**src/rtl/serial_adder_ctrl_pkg.sv**
```systemverilog
// ---------------------------------------------------------------------------
// serial_adder_ctrl_pkg
// Shared definitions for the bit-serial adder controller.
//   state_e       : controller FSM states (IDLE, SHIFT, DONE)
//   DEFAULT_WIDTH : default operand width in bits
// ---------------------------------------------------------------------------
package serial_adder_ctrl_pkg;

  localparam int DEFAULT_WIDTH = 8;

  typedef enum logic [1:0] {
    IDLE  = 2'd0,
    SHIFT = 2'd1,
    DONE  = 2'd2
  } state_e;

endpackage : serial_adder_ctrl_pkg

```
**src/rtl/serial_adder_ctrl_fulladder.sv**
```systemverilog
// ---------------------------------------------------------------------------
// fulladder
// One-bit full adder used as the arithmetic core of the serial adder.
// Ports:
//   a_i, b_i : operand bits
//   c_i      : carry in
//   s_o      : sum bit
//   co_o     : carry out
// ---------------------------------------------------------------------------
module fulladder (
  input  logic a_i,
  input  logic b_i,
  input  logic c_i,
  output logic s_o,
  output logic co_o
);

  assign s_o  = a_i ^ b_i ^ c_i;
  assign co_o = (a_i & b_i) | (a_i & c_i) | (b_i & c_i);

endmodule : fulladder

```
**src/rtl/serial_adder_ctrl.sv**
```systemverilog
// ---------------------------------------------------------------------------
// serial_adder_ctrl
// Bit-serial adder: adds two WIDTH-bit operands plus carry-in, LSB first,
// one bit per clock through a single one-bit full adder.
// Ports:
//   clk    : clock, all state changes on the rising edge
//   rst_n  : synchronous active-low reset
//   start  : begin an addition (honoured in IDLE and DONE only)
//   a, b   : operands, captured when start is accepted
//   cin    : carry-in, captured when start is accepted
//   busy   : high while shifting
//   done   : one-cycle pulse, sum/cout valid
//   sum    : registered result of the last completed addition
//   cout   : registered carry-out of the last completed addition
// ---------------------------------------------------------------------------
module serial_adder_ctrl
  import serial_adder_ctrl_pkg::*;
#(
  parameter int WIDTH = DEFAULT_WIDTH
) (
  input  logic             clk,
  input  logic             rst_n,
  input  logic             start,
  input  logic [WIDTH-1:0] a,
  input  logic [WIDTH-1:0] b,
  input  logic             cin,
  output logic             busy,
  output logic             done,
  output logic [WIDTH-1:0] sum,
  output logic             cout
);

  localparam int CNT_W = $clog2(WIDTH);
  localparam logic [CNT_W-1:0] LAST_CNT = CNT_W'(WIDTH - 1);

  state_e             state_q, state_d;
  logic [WIDTH-1:0]   opa_q, opa_d;
  logic [WIDTH-1:0]   opb_q, opb_d;
  logic [WIDTH-1:0]   psum_q, psum_d;
  logic               carry_q, carry_d;
  logic [CNT_W-1:0]   cnt_q, cnt_d;
  logic [WIDTH-1:0]   sum_q, sum_d;
  logic               cout_q, cout_d;
  logic               busy_q, busy_d;
  logic               done_q, done_d;

  logic               fa_s;
  logic               fa_co;

  fulladder u_fa (
    .a_i  (opa_q[0]),
    .b_i  (opb_q[0]),
    .c_i  (carry_q),
    .s_o  (fa_s),
    .co_o (fa_co)
  );

  // Next-state, datapath and output decode.
  always_comb begin
    state_d = state_q;
    opa_d   = opa_q;
    opb_d   = opb_q;
    psum_d  = psum_q;
    carry_d = carry_q;
    cnt_d   = cnt_q;
    sum_d   = sum_q;
    cout_d  = cout_q;

    case (state_q)
      IDLE: begin
        if (start) begin
          state_d = SHIFT;
          opa_d   = a;
          opb_d   = b;
          carry_d = cin;
          psum_d  = {WIDTH{1'b0}};
          cnt_d   = {CNT_W{1'b0}};
        end else begin
          state_d = IDLE;
        end
      end

      SHIFT: begin
        // start is deliberately not looked at here: no restart while busy.
        opa_d   = {1'b0, opa_q[WIDTH-1:1]};
        opb_d   = {1'b0, opb_q[WIDTH-1:1]};
        psum_d  = {fa_s, psum_q[WIDTH-1:1]};
        carry_d = fa_co;
        if (cnt_q == LAST_CNT) begin
          // Publish the completed word directly so sum never shows a partial value;
          // the counter holds here instead of wrapping.
          state_d = DONE;
          sum_d   = {fa_s, psum_q[WIDTH-1:1]};
          cout_d  = fa_co;
        end else begin
          cnt_d = cnt_q + CNT_W'(1);
        end
      end

      DONE: begin
        if (start) begin
          state_d = SHIFT;
          opa_d   = a;
          opb_d   = b;
          carry_d = cin;
          psum_d  = {WIDTH{1'b0}};
          cnt_d   = {CNT_W{1'b0}};
        end else begin
          state_d = IDLE;
        end
      end

      default: begin
        state_d = IDLE;
      end
    endcase

    // Status flags are registered from the next state so they align with it.
    busy_d = (state_d == SHIFT);
    done_d = (state_d == DONE);
  end

  // State and datapath registers with synchronous active-low reset.
  always_ff @(posedge clk) begin
    if (!rst_n) begin
      state_q <= IDLE;
      opa_q   <= {WIDTH{1'b0}};
      opb_q   <= {WIDTH{1'b0}};
      psum_q  <= {WIDTH{1'b0}};
      carry_q <= 1'b0;
      cnt_q   <= {CNT_W{1'b0}};
      sum_q   <= {WIDTH{1'b0}};
      cout_q  <= 1'b0;
      busy_q  <= 1'b0;
      done_q  <= 1'b0;
    end else begin
      state_q <= state_d;
      opa_q   <= opa_d;
      opb_q   <= opb_d;
      psum_q  <= psum_d;
      carry_q <= carry_d;
      cnt_q   <= cnt_d;
      sum_q   <= sum_d;
      cout_q  <= cout_d;
      busy_q  <= busy_d;
      done_q  <= done_d;
    end
  end

  assign busy = busy_q;
  assign done = done_q;
  assign sum  = sum_q;
  assign cout = cout_q;

endmodule : serial_adder_ctrl

```
**config.mk**
```make
export PLATFORM = sky130hd
export DESIGN_NAME = serial_adder_ctrl
export DESIGN_NICKNAME = d
export VERILOG_FILES = /design/src/rtl/serial_adder_ctrl_pkg.sv /design/src/rtl/serial_adder_ctrl_fulladder.sv /design/src/rtl/serial_adder_ctrl.sv
export SDC_FILE = /design/constraint.sdc
export NUM_CORES = 1
export LEC_CHECK = 0
export ABC_AREA = 1
export CORE_UTILIZATION = 45
export CTS_BUF_LIST = sky130_fd_sc_hd__clkbuf_16
export DETAILED_ROUTE_END_ITERATION = 6
export DONT_BUFFER_PORTS = 1
export PLACE_DENSITY = 0.65
export SYNTH_ARGS = -nofsm -noshare
export SYNTH_HDL_FRONTEND = slang
export SYNTH_SLANG_ARGS = --single-unit
```
**constraint.sdc**
```tcl
create_clock -name clk -period 2.8 [get_ports clk]
set_clock_uncertainty 0.15 [all_clocks]
set_input_delay 0.56 -clock clk [delete_from_list [all_inputs] [get_ports clk]]
set_output_delay 0.56 -clock clk [all_outputs]
set_load 0.02 [all_outputs]
```
==> flow_metrics.py, run 1 <==
metrics = {
    "timing": {
        "drv_slew": 0,
        "rsz0062_at_grt": "no",
        "setup_viol": 0,
        "hold_viol": 0,
        "period_needed_ns": 1.83,
        "layout_setup_ws_ns": 0.970,
        "finalHoldWorstSlack_ns": 0.245,
        "tns_ns": 0,
        "clock.fmax_mhz": 547,
        "slew_headroom_pct": 47.1,
        "tightest_slew_ns": 0.793,
        "finalCritPeriodShare_pct": 65.3,
    },
    "die": {
        "die-height_microns": 65.4,
        "die_x_microns": 65.4,
        "rows": 22,
        "die_area_sq_mm": 0.00427,
        "start_util_pct": 48.3,
        "coreArea_sq_mm": 0.00374,
        "io_pins": 31,
    },
    "placement": {
        "hpwlAfterDp_microns": 2140,
        "pre_cts_ws_ns": 0.977,
        "io_buffer_count": 0,
        "globalplace.congestion": 0.696,
        "placed_area_sq_mm": 0.00179,
    },
    "finish": {
        "nNetsFinal": 261,
        "area_delta_synth_final_pct": 6.51,
        "fillers": 387,
        "multiInputGateArea_sq_um": 820,
        "antenna_cells": 0,
        "seq_area_sq_um": 801,
        "fin_area_sq_mm": 0.00192,
        "layout-drive-gt1-share_pct": 8.79,
    },
    "cts": {
        "ctsHoldBuffers": 0,
        "cts_sinks": 40,
        "path_clk_slew_ns": 0.06,
        "clk_latency_ns": 0.28,
        "cts_setup_buffers": 0,
        "cts_buffers": 5,
        "cts_resized": 0,
        "clockRootBuffer": "clkbuf_16",
        "cts_tree": "built",
        "h-tree-depth": 2,
        "clockBufferDepth": 2,
    },
    "worst_setup_path": {
        "worst_path_max_delay_cell": "dfxtp_1",
        "crit_path_start_kind": "register",
        "r2r_start": "state_q[0]",
        "arrival_ns": 1.90,
        "r2r_setup_slack_ns": 0.97,
        "max_stage_delay_ns": 0.83,
        "reg2reg_to": "opb_q[4]",
        "worst_r2r_path_depth": 6,
        "path_class": "register to register",
        "path_max_fanout": 19,
        "cp.required_ns": 2.87,
        "crit_path_end_kind": "register",
        "worstPathCellList": "inv_6 > nand2_8 > nand2_8 > inv_6 > nor2_1 > nor2_1",
    },
    "detailed_routing": {
        "drtIter0Drc": 66,
        "finalWirelength_microns": 3210,
        "wire_per_inst_microns": 11.2,
        "vias": 1384,
        "drc_errors": 0,
        "drtPass1Iterations": 4,
        "drtAntennaViolNets": 0,
        "drt-vias-per-instance": 4.82,
    },
    "yosys": {
        "synth_top_area_cell": "dfxtp_1",
        "seq_area_frac_synth_pct": 44.3,
        "syn_avg_cell_area_sq_um": 7.47,
        "async_flop_share_pct": 0,
        "synth.distinct_cells": 18,
        "synth_common_cells": "nand2_1, dfxtp_1, nor2_1, inv_1, nand3_1",
        "yosys_warnings": 0,
        "ys_ff_latch": 40,
        "synth.most_common_cell": "nand2_1",
        "synthCells": 242,
        "synthFlopType": "dfxtp_1",
        "syn_area_sq_mm": 0.00181,
        "synth_top_cell_area_share_pct": 44.3,
        "synth.net_count": 265,
        "synth_edf_count": 0,
        "synth_area_leaders": "dfxtp_1, nand2_1, nor2_1",
    },
    "worst_hold_path": {
        "hold_end": "sum[0]",
        "worstHoldPathCells": 2,
        "hp-start": "rst_n",
        "min_path_type": "primary input to register",
    },
    "global_routing": {
        "grt_remaining_overflow": 0,
        "antenna_found_initial": 0,
        "grt_pass1_wl_microns": 5490,
        "grt_usage_pct": 17.6,
        "grt_max_degree": 30,
        "grt_pass1_vias": 1271,
    },
    "run_status": {
        "outcome": "finished, final reports clean",
    },
    "pwr": {
        "swShare_pct": 24.9,
        "leakagePower_nw": 0.866,
        "power_frac_comb_pct": 10.6,
        "internal_power_uw": 971,
        "max-vdd-ir-drop_v": 0.000303,
        "power_density_mw_per_mm2": 672,
        "power_switching_uw": 322,
        "power.share.sequential_pct": 48.6,
        "power_mw": 1.29,
        "pwr-share-clk_pct": 40.8,
    },
    "job": {
        "drv_cap": 0,
    },
}
final cells by class:
| class | count | area share [%] |
|---|---|---|
| sequential | 40 | 41.6 |
| clock buffer | 5 | 6.50 |
| tap | 48 | 3.12 |
| multi-input combinational | 165 | 42.6 |
| inverter | 26 | 5.59 |
| clock inverter | 3 | 0.585 |
power by group through the flow:
stage / sequential, mW / combinational, mW / clock, mW
6_report: 0.629 / 0.137 / 0.528
5_1_grt: 0.633 / 0.161 / 0.568
4_1_cts: 0.628 / 0.139 / 0.539
3_5_place_dp: 0.640 / 0.139 / 0
3_3_place_gp: 0.640 / 0.136 / 0
2_1_floorplan: 0.629 / 0.142 / 0
flip-flops by register name (all words and copies together), names as in the netlist:
name,count
busy,1
cout,1
state_q,2
done,1
sum,8
psum_q,7
cnt_q,3
opa_q,8
opb_q,8
carry_q,1
critical path, delay by kind of cell, from the launching register on:
kind                   cells  cell delay, ns
buffers and inverters      2            0.33
DFF                        1            0.83
and+or+nand+nor            4            0.46
cell families (layout without fill, tap and decap cells):
group / Yosys count / in the layout / synth area share (%)
buffers and inverters: 37 / 34 / 10.3
adder cells (fa/ha/maj): 3 / 3 / 2.49
AND/OR/NAND/NOR: 125 / 125 / 31.2
flip-flops: 40 / 40 / 44.3
AO/OA/AOI/OAI: 37 / 37 / 11.7
placed cells by master, fill, tap and decap left out, types with 3 or more instances in the layout:
cell type / instances
a21oi_1: 14
nand2_4: 3
o21ai_2: 7
clkbuf_16: 5
nor2_1: 36
dfxtp_1: 40
inv_1: 26
o21ai_0: 16
nand3_1: 19
nand2_1: 63
per-stage QoR:
| stage | std cells | util, % |
|---|---|---|
| after CTS | 287 | 51.4 |
| final | 287 | 51.4 |
| after global placement | 279 | 47.8 |
| after floorplan | 242 | - |
| after detailed placement | 279 | 47.8 |
| after global routing | 287 | 51.4 |
worst max-delay path by stage:
stage | slack (ns) | depth (start not counted) | from | endpoint
after floorplan | 1.33 | 6 | cnt_q[0] | cnt_q[1]
after global placement | 1.01 | 5 | state_q[0] | sum[2]
after detailed placement | 0.98 | 6 | state_q[0] | opa_q[1]
after CTS | 0.97 | 5 | state_q[0] | sum[0]
after global routing | 0.83 | 5 | state_q[0] | opa_q[6]
final | 0.97 | 6 | state_q[0] | opb_q[4]
per-layer routing:
layer / global-route usage [%] / wire (microns)
met1: 21.1 / 1600
met2: 26.8 / 1370
met3: 7.29 / 171
met4: 8.97 / 70
met5: 0 / 0
No activity file was read; power rests on OpenSTA's default activity.
==> inputs of run 2 (changes only) <==
clock period = 1.8 ns   (was 2.8 ns; I/O delays follow)
==> run 2 against run 1 <==
Final cell count increased by 0.70%. Cell area up 1.2%. Largest power group unchanged. Power is 60% higher. Register-to-register slack worse by 0.78 ns. Highest routed layer unchanged. Largest cell class unchanged. Combinational power is 66% higher. Worst setup slack worse by 0.78 ns. Critical path depth unchanged. Critical path type unchanged. Sequential share of layout area is 0.48 points lower.
==> flow_metrics.py, run 2 (synthesis gave the netlist of run 1 again) <==
metrics = {
    "timing": {
        "rsz0062_at_grt": "no",
        "clock.fmax_mhz": 623,
        "hold_viol": 0,
        "layout_setup_ws_ns": 0.195,
        "drv_slew": 0,
        "finalCritPeriodShare_pct": 89.2,
        "tightest_slew_ns": 0.367,
        "setup_viol": 0,
        "tns_ns": 0,
        "slew_headroom_pct": 75.5,
        "period_needed_ns": 1.61,
    },
    "global_routing": {
        "grt_max_degree": 30,
        "grt_usage_pct": 18.7,
        "grt_pass1_vias": 1371,
        "antenna_found_initial": 0,
        "grt_remaining_overflow": 0,
        "grt_pass1_wl_microns": 5950,
    },
    "finish": {
        "nNetsFinal": 263,
        "final_common_cell": "nand2_1",
        "mostFrequentLayoutCells": "nand2_1, dfxtp_1, nor2_1",
        "antenna_cells": 0,
        "area_delta_synth_final_pct": 7.76,
        "final_cells": 289,
        "fillers": 394,
        "postLayoutCoreUtil_pct": 52.0,
        "layout-drive-gt1-share_pct": 10.4,
    },
    "worst_setup_path": {
        "r2r_start": "cnt_q[0]",
        "crit_path_end_kind": "register",
        "crit_path_start_kind": "register",
        "path_class": "register to register",
        "arrival_ns": 1.63,
        "cp.required_ns": 1.83,
        "cp-startpoint": "cnt_q[0]",
        "path_max_fanout": 8,
    },
    "worst_hold_path": {
        "hp-start": "rst_n",
        "min_path_type": "primary input to register",
    },
    "die": {
        "rows": 22,
        "die_x_microns": 65.4,
        "die_area_sq_mm": 0.00427,
        "io_pins": 31,
        "die-height_microns": 65.4,
        "coreArea_sq_mm": 0.00374,
        "start_util_pct": 48.3,
    },
    "detailed_routing": {
        "drtPass1Iterations": 4,
        "wire_per_inst_microns": 11.6,
        "drt-vias-per-instance": 4.90,
        "drtAntennaViolNets": 0,
        "drc_errors": 0,
        "drtIter0Drc": 61,
        "vias": 1416,
        "finalWirelength_microns": 3340,
    },
    "run_status": {
        "outcome": "finished, final reports clean",
    },
    "placement": {
        "io_buffer_count": 0,
        "globalplace.congestion": 0.756,
        "dp.cells": 281,
        "hpwlAfterDp_microns": 2190,
        "pre_cts_ws_ns": 0.213,
    },
    "pwr": {
        "max-vdd-ir-drop_v": 0.000464,
        "power_mw": 2.07,
        "leakagePower_nw": 0.866,
        "power_density_mw_per_mm2": 1060,
    },
    "cts": {
        "clockBufferDepth": 2,
        "cts_tree": "built",
        "cts_buffers": 5,
        "clockRootBuffer": "clkbuf_16",
        "cts_sinks": 40,
        "clk_latency_ns": 0.29,
        "ctsHoldBuffers": 0,
        "cts_setup_buffers": 0,
        "path_clk_slew_ns": 0.06,
        "h-tree-depth": 2,
        "cts_resized": 0,
    },
    "job": {
        "drv_cap": 0,
    },
}
==> run 2: power breakdown <==
group	internal (mW)	switching, mW	leakage [nW]	total [mW]
clock	0.508	0.362	0.0635	0.870
sequential	0.938	0.0306	0.327	0.969
combinational	0.0792	0.149	0.475	0.228
total	1.53	0.542	0.866	2.07
==> run 2: routing by layer <==
layer	vias up	track usage (%)	routed length, microns
met5	-	0	0
met4	0	11.4	89
met3	7	4.51	138
met2	29	30.7	1450
met1	626	21.9	1660
li1	754	-	-
==> run 2: layout make-up <==
| class | instances | area [sq um] | share of cell area [%] |
|---|---|---|---|
| multi-input combinational | 165 | 820 | 42.1 |
| sequential | 40 | 801 | 41.1 |
| clock buffer | 5 | 125 | 6.43 |
| inverter | 26 | 108 | 5.53 |
| tap | 48 | 60.1 | 3.08 |
| clock inverter | 3 | 18.8 | 0.964 |
| timing repair buffer | 2 | 15.0 | 0.771 |
==> run 2: worst max-delay path, cell delays in order, from the launching register on <==
cell     delay, ns
dfxtp_1       0.31
ha_1          0.19
ha_1          0.22
inv_1         0.12
nand3_1       0.25
a21oi_1       0.21
nor2_1        0.06
==> run 2: per-stage QoR <==
stage / cell area [sq um] / hold WS (ns)
3_3_place_gp: 1800 / 0.323
6_report: 1950 / 0.0376
4_1_cts: 1950 / 0.0319
3_5_place_dp: 1800 / 0.323
2_1_floorplan: 1810 / 0.306
5_1_grt: 1950 / 0.0382
==> run 2: worst paths after layout <==
| check | end | slack [ns] | depth (start not counted) |
|---|---|---|---|
| max | cnt_q[1] | 0.19 | 6 |
| min | sum[0] | 0.04 | 2 |
| max reg2reg | cnt_q[1] | 0.19 | 6 |
| min reg2reg | psum_q[3] | 0.33 | 2 |
